[config.mk]
export PLATFORM = sky130hd
export DESIGN_NAME = timer_prog_seq_flat
export DESIGN_NICKNAME = d
export VERILOG_FILES = /design/src/rtl/timer_prog_seq_if.sv /design/src/rtl/timer_prog_seq.sv /design/src/flat_wrapper.sv
export SDC_FILE = /design/constraint.sdc
export NUM_CORES = 1
export LEC_CHECK = 0
export CORE_UTILIZATION = 44
export DETAILED_ROUTE_END_ITERATION = 10
export PLACE_DENSITY_LB_ADDON = 0.1
export REMOVE_ABC_BUFFERS = 1
export SYNTH_ARGS = -nofsm -noshare
export SYNTH_HDL_FRONTEND = slang
export SYNTH_SLANG_ARGS = --single-unit
[constraint.sdc]
create_clock -name clk -period 2.1 [get_ports clk]
set_clock_uncertainty 0.2 [all_clocks]
set_input_delay 0.42 -clock clk [delete_from_list [all_inputs] [get_ports clk]]
set_output_delay 0.42 -clock clk [all_outputs]
set_load 0.03 [all_outputs]
[src/rtl/timer_prog_seq_if.sv]
// Requester-side handshake and timer write bus of the timer programming sequencer.
// The sequencer uses the slave modport; the system/requester side uses master.
interface timer_prog_seq_if;
  logic [1:0]  req;
  logic [2:0]  mode0;
  logic [15:0] cnt0;
  logic [2:0]  mode1;
  logic [15:0] cnt1;
  logic [1:0]  ack;
  logic        err;
  logic        busy;
  logic        gnt_id;
  logic        cs;
  logic        wr;
  logic        a0;
  logic [15:0] dout;

  modport master (
    output req, mode0, cnt0, mode1, cnt1,
    input  ack, err, busy, gnt_id, cs, wr, a0, dout
  );

  modport slave (
    input  req, mode0, cnt0, mode1, cnt1,
    output ack, err, busy, gnt_id, cs, wr, a0, dout
  );
endinterface

[src/rtl/timer_prog_seq.sv]
// Shares one 8253-style timer write port between two requesters: mode write, count write, quiet gap.
// Build option: define TIMER_SEQ_RR_EN for round-robin arbitration; otherwise requester 0 has fixed priority.
module timer_prog_seq #(
  parameter int GAP = 2
) (
  input  logic           clk,
  input  logic           reset,
  timer_prog_seq_if.slave bus
);

  typedef enum logic [1:0] {
    IDLE    = 2'd0,
    WR_MODE = 2'd1,
    WR_CNT  = 2'd2,
    HOLD    = 2'd3
  } state_t;

  localparam logic [3:0] HOLD_LAST = 4'(GAP - 1);

  // Modes 6 and 7 do not exist on the timer and are rejected without a bus access.
  function automatic logic mode_illegal(input logic [2:0] m);
    return (m >= 3'd6);
  endfunction

  state_t      state_r, state_s;
  logic [3:0]  hold_cnt_r, hold_cnt_s;
  logic [2:0]  mode_r, mode_s;
  logic [15:0] cnt_r, cnt_s;
  logic        gnt_r, gnt_s;
  logic        win_s;
  logic [2:0]  win_mode_s;
  logic [15:0] win_cnt_s;
  logic [1:0]  ack_r, ack_s;
  logic        err_r, err_s;
  logic        busy_r, busy_s;
  logic        cs_r, cs_s;
  logic        wr_r, wr_s;
  logic        a0_r, a0_s;
  logic [15:0] dout_r, dout_s;
`ifdef TIMER_SEQ_RR_EN
  logic        last_r, last_s;
`endif

  // Winner selection and the winner's mode/count
  always_comb begin
`ifdef TIMER_SEQ_RR_EN
    if (bus.req == 2'b11) begin
      win_s = ~last_r;
    end else begin
      win_s = bus.req[1];
    end
`else
    win_s = ~bus.req[0];
`endif
    if (win_s) begin
      win_mode_s = bus.mode1;
      win_cnt_s  = bus.cnt1;
    end else begin
      win_mode_s = bus.mode0;
      win_cnt_s  = bus.cnt0;
    end
  end

  // Next state, latched request, and next values of the registered outputs
  always_comb begin
    state_s    = state_r;
    hold_cnt_s = hold_cnt_r;
    mode_s     = mode_r;
    cnt_s      = cnt_r;
    gnt_s      = gnt_r;
    ack_s      = 2'b00;
    err_s      = 1'b0;
`ifdef TIMER_SEQ_RR_EN
    last_s     = last_r;
`endif
    case (state_r)
      IDLE: begin
        if (bus.req != 2'b00) begin
          mode_s = win_mode_s;
          cnt_s  = win_cnt_s;
          gnt_s  = win_s;
`ifdef TIMER_SEQ_RR_EN
          last_s = win_s;
`endif
          if (mode_illegal(win_mode_s)) begin
            ack_s = win_s ? 2'b10 : 2'b01;
            err_s = 1'b1;
          end else begin
            state_s = WR_MODE;
          end
        end else begin
          state_s = IDLE;
        end
      end
      WR_MODE: state_s = WR_CNT;
      WR_CNT: begin
        state_s    = HOLD;
        hold_cnt_s = 4'd0;
        ack_s      = gnt_r ? 2'b10 : 2'b01;
      end
      HOLD: begin
        if (hold_cnt_r == HOLD_LAST) begin
          state_s    = IDLE;
          hold_cnt_s = 4'd0;
        end else begin
          hold_cnt_s = hold_cnt_r + 4'd1;
        end
      end
      default: state_s = IDLE;
    endcase

    // Bus values follow the state being entered so they appear with it.
    cs_s   = 1'b0;
    wr_s   = 1'b0;
    a0_s   = 1'b0;
    dout_s = 16'h0000;
    case (state_s)
      WR_MODE: begin
        cs_s   = 1'b1;
        wr_s   = 1'b1;
        a0_s   = 1'b1;
        dout_s = {13'd0, mode_s};
      end
      WR_CNT: begin
        cs_s   = 1'b1;
        wr_s   = 1'b1;
        a0_s   = 1'b0;
        dout_s = cnt_s;
      end
      default: begin
        cs_s   = 1'b0;
        wr_s   = 1'b0;
        a0_s   = 1'b0;
        dout_s = 16'h0000;
      end
    endcase
    busy_s = (state_s != IDLE);
  end

  // State, latched request and registered outputs
  always_ff @(posedge clk) begin
    if (reset) begin
      state_r    <= IDLE;
      hold_cnt_r <= 4'd0;
      mode_r     <= 3'd0;
      cnt_r      <= 16'h0000;
      gnt_r      <= 1'b0;
      ack_r      <= 2'b00;
      err_r      <= 1'b0;
      busy_r     <= 1'b0;
      cs_r       <= 1'b0;
      wr_r       <= 1'b0;
      a0_r       <= 1'b0;
      dout_r     <= 16'h0000;
    end else begin
      state_r    <= state_s;
      hold_cnt_r <= hold_cnt_s;
      mode_r     <= mode_s;
      cnt_r      <= cnt_s;
      gnt_r      <= gnt_s;
      ack_r      <= ack_s;
      err_r      <= err_s;
      busy_r     <= busy_s;
      cs_r       <= cs_s;
      wr_r       <= wr_s;
      a0_r       <= a0_s;
      dout_r     <= dout_s;
    end
  end

`ifdef TIMER_SEQ_RR_EN
  // Round-robin pointer: last served requester, starts at 1 so requester 0 wins first
  always_ff @(posedge clk) begin
    if (reset) begin
      last_r <= 1'b1;
    end else begin
      last_r <= last_s;
    end
  end
`endif

  assign bus.ack    = ack_r;
  assign bus.err    = err_r;
  assign bus.busy   = busy_r;
  assign bus.gnt_id = gnt_r;
  assign bus.cs     = cs_r;
  assign bus.wr     = wr_r;
  assign bus.a0     = a0_r;
  assign bus.dout   = dout_r;

endmodule
[src/flat_wrapper.sv]
// flat-port wrapper written by rule: the top's interface ports become plain ports
module timer_prog_seq_flat 
#(
  parameter int GAP = 2
)
  (clk, reset, bus_req, bus_mode0, bus_cnt0, bus_mode1, bus_cnt1, bus_ack, bus_err, bus_busy, bus_gnt_id, bus_cs, bus_wr, bus_a0, bus_dout);
  timer_prog_seq_if bus_i ();
  input  logic clk;
  input  logic reset;
  input wire logic [$bits(bus_i.req)-1:0] bus_req;
  input wire logic [$bits(bus_i.mode0)-1:0] bus_mode0;
  input wire logic [$bits(bus_i.cnt0)-1:0] bus_cnt0;
  input wire logic [$bits(bus_i.mode1)-1:0] bus_mode1;
  input wire logic [$bits(bus_i.cnt1)-1:0] bus_cnt1;
  output wire logic [$bits(bus_i.ack)-1:0] bus_ack;
  output wire logic [$bits(bus_i.err)-1:0] bus_err;
  output wire logic [$bits(bus_i.busy)-1:0] bus_busy;
  output wire logic [$bits(bus_i.gnt_id)-1:0] bus_gnt_id;
  output wire logic [$bits(bus_i.cs)-1:0] bus_cs;
  output wire logic [$bits(bus_i.wr)-1:0] bus_wr;
  output wire logic [$bits(bus_i.a0)-1:0] bus_a0;
  output wire logic [$bits(bus_i.dout)-1:0] bus_dout;
  assign bus_i.req = bus_req;
  assign bus_i.mode0 = bus_mode0;
  assign bus_i.cnt0 = bus_cnt0;
  assign bus_i.mode1 = bus_mode1;
  assign bus_i.cnt1 = bus_cnt1;
  assign bus_ack = bus_i.ack;
  assign bus_err = bus_i.err;
  assign bus_busy = bus_i.busy;
  assign bus_gnt_id = bus_i.gnt_id;
  assign bus_cs = bus_i.cs;
  assign bus_wr = bus_i.wr;
  assign bus_a0 = bus_i.a0;
  assign bus_dout = bus_i.dout;
  timer_prog_seq #(.GAP(GAP)) u_core (.clk(clk), .reset(reset), .bus(bus_i));
endmodule
; Word-level counts from Yosys, hierarchy flattened
; Cells that the tools add are included.
[totals]
reg_bits = 48
in_bits = 42
out_inout_bits = 24
elab_cells = 50
[classes]
add_sub_neg = 1
magnitude_cmp = 1
n_eq_ne = 6
n_mux = 21
bitwise_logic = 3
reduce_logical = 7
[ops]
columns = cell, count
row1 = $mux W16, 3
row2 = $pmux W16 S2, 1
row3 = $mux W2, 7
row4 = $mux W3, 3
row5 = $pmux W2 S4, 1
row6 = $pmux W4 S2, 1
row7 = $eq A2 B2 Y1 const B, 3
row8 = $reduce_bool A2 Y1, 3
row9 = $add A4 B1 Y4 const B, 1
row10 = $eq A2 B1 Y1 const B, 2
row11 = $eq A4 B1 Y1 const B, 1
row12 = $mux W4, 1
row13 = $pmux W2 S2, 1
row14 = $ge A3 B3 Y1 const B, 1
row15 = $mux W1, 3
row16 = $not A1 Y1, 3
row17 = $reduce_or A3 Y1, 1
row18 = $logic_not A2 Y1, 1
row19 = $reduce_and A2 Y1, 1
row20 = $reduce_or A2 Y1, 1

; Depth between registers and ports, before layout
; Gate-level depths: netlist of the first run.
[depth]
word_depth = 8
ltp_mapped = 6
mapped_depth_nobuf = 5

; Least setup slack after synthesis of the first run
; OpenSTA, ideal clock, no wires.
[synth_path]
path_kind = input-to-reg
from = in bus_req[0]
to = reg u_core.cnt_r[10]
setup_time_ns = 0.080
arrival_ns = 1.341
t_required_ns = 1.820
path_slack_ns = 0.479
path_stages = 6
n_path_buf = 3
path_cell_list = buf_6 > or2_4 > and2_4 > buf_6 > buf_6 > a211oi_2
[synth_via]
elab_chain_cells = 3
[synth_lines]
columns = item, line_no
row1 = start: declaration, flat_wrapper.sv:10  ; input wire logic [$bits(bus_i.req)-1:0] bus_req;
row2 = $mux W16 or $reduce_bool A2 Y1 (tied branches), "timer_prog_seq.sv:55, timer_prog_seq.sv:78"
row3 = $mux W16 (*), timer_prog_seq.sv:78  ; if (bus.req != 2'b00) begin
row4 = $mux W16 (*), timer_prog_seq.sv:76  ; case (state_r)
row5 = end signal: assignment, timer_prog_seq.sv:159  ; cnt_r <= cnt_s;
row6 = end: declaration, timer_prog_seq.sv:28  ; logic [15:0] cnt_r, cnt_s;
; Every way passes the cells marked *; elsewhere a longest branch is shown, timed or not.
; A chain may end at the register's enable or synchronous reset.

; Worst setup path in the final report of the first run
[layout_path]
from = reg u_core.gnt_r, in the netlist u_core.bus.gnt_id
to = out bus_gnt_id
[layout_rtl]
columns = item, line_no
row1 = start: declaration, timer_prog_seq.sv:29  ; logic gnt_r, gnt_s;
row2 = start signal: assignment, timer_prog_seq.sv:160  ; gnt_r <= gnt_s;
row3 = end: declaration, flat_wrapper.sv:18  ; output wire logic [$bits(bus_i.gnt_id)-1:0] bus_gnt_id;
; No word-level cell between the ends.

==> results.py, run 1 <==
metrics = {
    "drt": {
        "vias": 1532,
        "drtAntennaViolNets": 0,
        "first_iter_violations": 89,
        "avgViaCountPerCell": 5.14,
        "drc": 0,
        "first_pass_iters": 4,
        "wl_per_cell_um": 13.9,
        "drt_wl_total_um": 4150,
    },
    "min_path": {
        "hp-start": "u_core.cnt_r[14]$_SDFF_PP0_",
        "hold_path_depth": 1,
        "whs_endpoint": "u_core.bus.dout[14]$_SDFF_PP0_",
        "hold_path.class": "reg -> reg",
    },
    "grt": {
        "track_usage_pct": 20.6,
        "overflow": 0,
        "grt_pass1_vias": 1534,
        "grt_max_degree": 17,
        "grt_first_pass_wirelength_um": 6770,
        "antenna_found_initial": 0,
    },
    "sta": {
        "maxSlewViolCount": 0,
        "max-slew-margin-rel_pct": 72.6,
        "grt_setup_unrepaired": "no",
        "setup_tns_ps": 0,
        "fin_crit_sh_pct": 94.6,
        "report.final.hold_viol_count": 0,
        "tightest_slew_ps": 411,
        "fin_crit_ps": 1990,
        "setup_viol": 0,
        "max_clock_freq_mhz": 504,
    },
    "critical_path": {
        "path_class": "reg -> out",
        "cp_num_cells": 1,
        "path_max_fanout": 4,
        "cp-end-kind": "primary output",
        "r2r-end": "u_core.hold_cnt_r[2]$_SDFFE_PP0P_",
        "start_kind": "register",
        "path_cells": "clkdlybuf4s50_1",
        "crit_family": "buffers and inverters",
        "slowest_stage": "clkdlybuf4s50_1",
        "rr_worst_depth": 5,
        "r2r-start": "u_core.hold_cnt_r[1]$_SDFFE_PP0P_",
        "reg2reg_slack_ps": 330,
        "slowest_delay_ps": 700,
        "cp.required_ps": 1480,
        "crit_buf_inv": 1,
        "cp.arrival_ps": 1370,
    },
    "placed_design": {
        "hpwl_um": 3030,
        "io_buffers": 65,
        "place_congestion": 0.762,
    },
    "finish": {
        "area_growth_pct": 43.7,
        "drive_above_1_share_pct": 12.9,
        "nets": 291,
        "num_antenna_cells": 0,
        "fin_util_pct": 66.3,
    },
    "clock_network": {
        "cts_buffers": 5,
        "cts-htree-levels": 2,
        "clk_pin_slew_ps": 80,
        "clockBufferDepth": 2,
        "post_cts_buffers": 0,
        "clk_latency_ps": 290,
        "cts_tree": "yes",
        "clkSinkCount": 45,
        "cts_hold_buffers": 0,
        "clock-root-buffer": "clkbuf_8",
        "cts.repair.resized": 0,
    },
    "floorplanning": {
        "start_util_pct": 46.1,
        "num_rows": 23,
        "die_x_um": 67.0,
        "die_h_um": 67.0,
        "dieArea_sq_mm": 0.00449,
        "ioPinCount": 66,
        "fp.coreArea_sq_mm": 0.00403,
    },
    "yosys": {
        "syn_inst": 181,
        "synth_ff_type": "dfxtp_1",
        "syn_avg_cell_area_sq_um": 10.3,
        "synthTopCellsByCount": "dfxtp_1, a21oi_1, mux2i_1, and2_1",
        "ys_ff_latch": 45,
        "ys_seq_area_share_pct": 48.5,
        "synth.area.top_cells": "dfxtp_1, mux2i_1, a211oi_2",
        "async_flop_share_pct": 0,
        "syn_area_sq_mm": 0.00186,
        "synth_edf_count": 0,
        "synth_cell_types": 39,
        "synth.largest_area_cell": "dfxtp_1",
        "netlist.area_leader.share_pct": 48.5,
        "ys_warn_count": 0,
        "yosysMostFrequentCell": "dfxtp_1",
    },
    "flow_run": {
        "max-cap-violations": 0,
    },
    "pwr": {
        "p_leak_nw": 1.02,
        "ir_drop_mv": 0.482,
        "powerDensity_mw_per_mm2": 817,
    },
    "status": {
        "status": "finished, final reports clean",
    },
}
[where the power goes]
part / switching [mW] / internal, mW / total, mW
sequential: 0.0475 / 0.942 / 0.989
combinational: 0.271 / 0.258 / 0.529
clock: 0.276 / 0.388 / 0.664
[cell families (layout without fill, tap and decap cells)]
| group | Yosys count | in the layout | share of synthesized area [%] |
|---|---|---|---|
| compound gates | 54 | 54 | 20.9 |
| flops | 45 | 45 | 48.5 |
| simple gates | 42 | 42 | 14.0 |
| buf+inv | 21 | 88 | 5.99 |
| mux | 17 | 17 | 9.23 |
| fa+ha+maj | 2 | 2 | 1.35 |
[metal layers]
metal | routed length [um] | vias to the layer above | track usage, % | part of all wire (%)
met5 | 0 | - | 0 | 0
met1 | 1850 | 698 | 23.8 | 45
li1 | - | 774 | - | -
met2 | 2000 | 58 | 34.2 | 48
met4 | 24 | 0 | 9.57 | 0.58
met3 | 278 | 2 | 6.68 | 6.7
[layout by cell type (no fill, tap or decap), types with 3 or more instances in the layout]
master,n
nand2_1,4
clkbuf_8,6
buf_4,10
mux2i_1,16
nand3_1,3
nor2b_1,4
o21ai_0,5
and2_1,13
a211oi_1,9
a21oi_1,20
inv_1,5
clkdlybuf4s50_1,65
a211oi_2,9
dfxtp_1,45
nor2_1,5
[flip-flops by register name, indices dropped and copies added, names as in the netlist]
signal,count
u_core.bus.a0,1
u_core.bus.ack,2
u_core.bus.busy,1
u_core.bus.cs,1
u_core.bus.dout,16
u_core.bus.err,1
u_core.bus.gnt_id,1
u_core.cnt_r,16
u_core.hold_cnt_r,4
u_core.state_r,2
[worst max-delay path by stage]
stage                                   startpoint                         end
global placement                        bus_req[0]  u_core.bus.busy$_SDFF_PP0_
floorplan             u_core.state_r[1]$_SDFF_PP0_  u_core.cnt_r[0]$_SDFF_PP0_
global route        u_core.bus.gnt_id$_SDFFE_PP0P_                  bus_gnt_id
detailed placement                      bus_req[0]  u_core.bus.busy$_SDFF_PP0_
finish              u_core.bus.gnt_id$_SDFFE_PP0P_                  bus_gnt_id
CTS                 u_core.bus.gnt_id$_SDFFE_PP0P_                  bus_gnt_id
[per-stage QoR]
stage          cell area [sq um]  cells  worst slack (ps)  hold WS [ps]  power [mW]
2_1_floorplan               1770    165               473           226        1.29
3_3_place_gp                2550    290              75.9           239        1.52
3_5_place_dp                2550    290              5.76           241        1.54
4_1_cts                     2670    298               102           260        2.21
5_1_grt                     2670    298              68.5           279        2.29
6_report                    2670    298               114           259        2.18
[layout make-up]
cell class | instances | area (sq um)
Inverter | 5 | 18.8
Tap cell | 50 | 62.6
Clock inverter | 1 | 30.0
Multi-Input combinational cell | 115 | 846
Clock buffer | 7 | 86.3
Fill cell | 342 | 1360
Sequential cell | 45 | 901
Timing Repair Buffer | 75 | 726
No activity file was read; power rests on OpenSTA's default activity.
==> inputs of run 2 (changes only) <==
Settings changed: CTS_CLUSTER_SIZE set to 12.
==> results of run 2 <==
The final DEF is identical to that of run 1; final timing and power are the same.
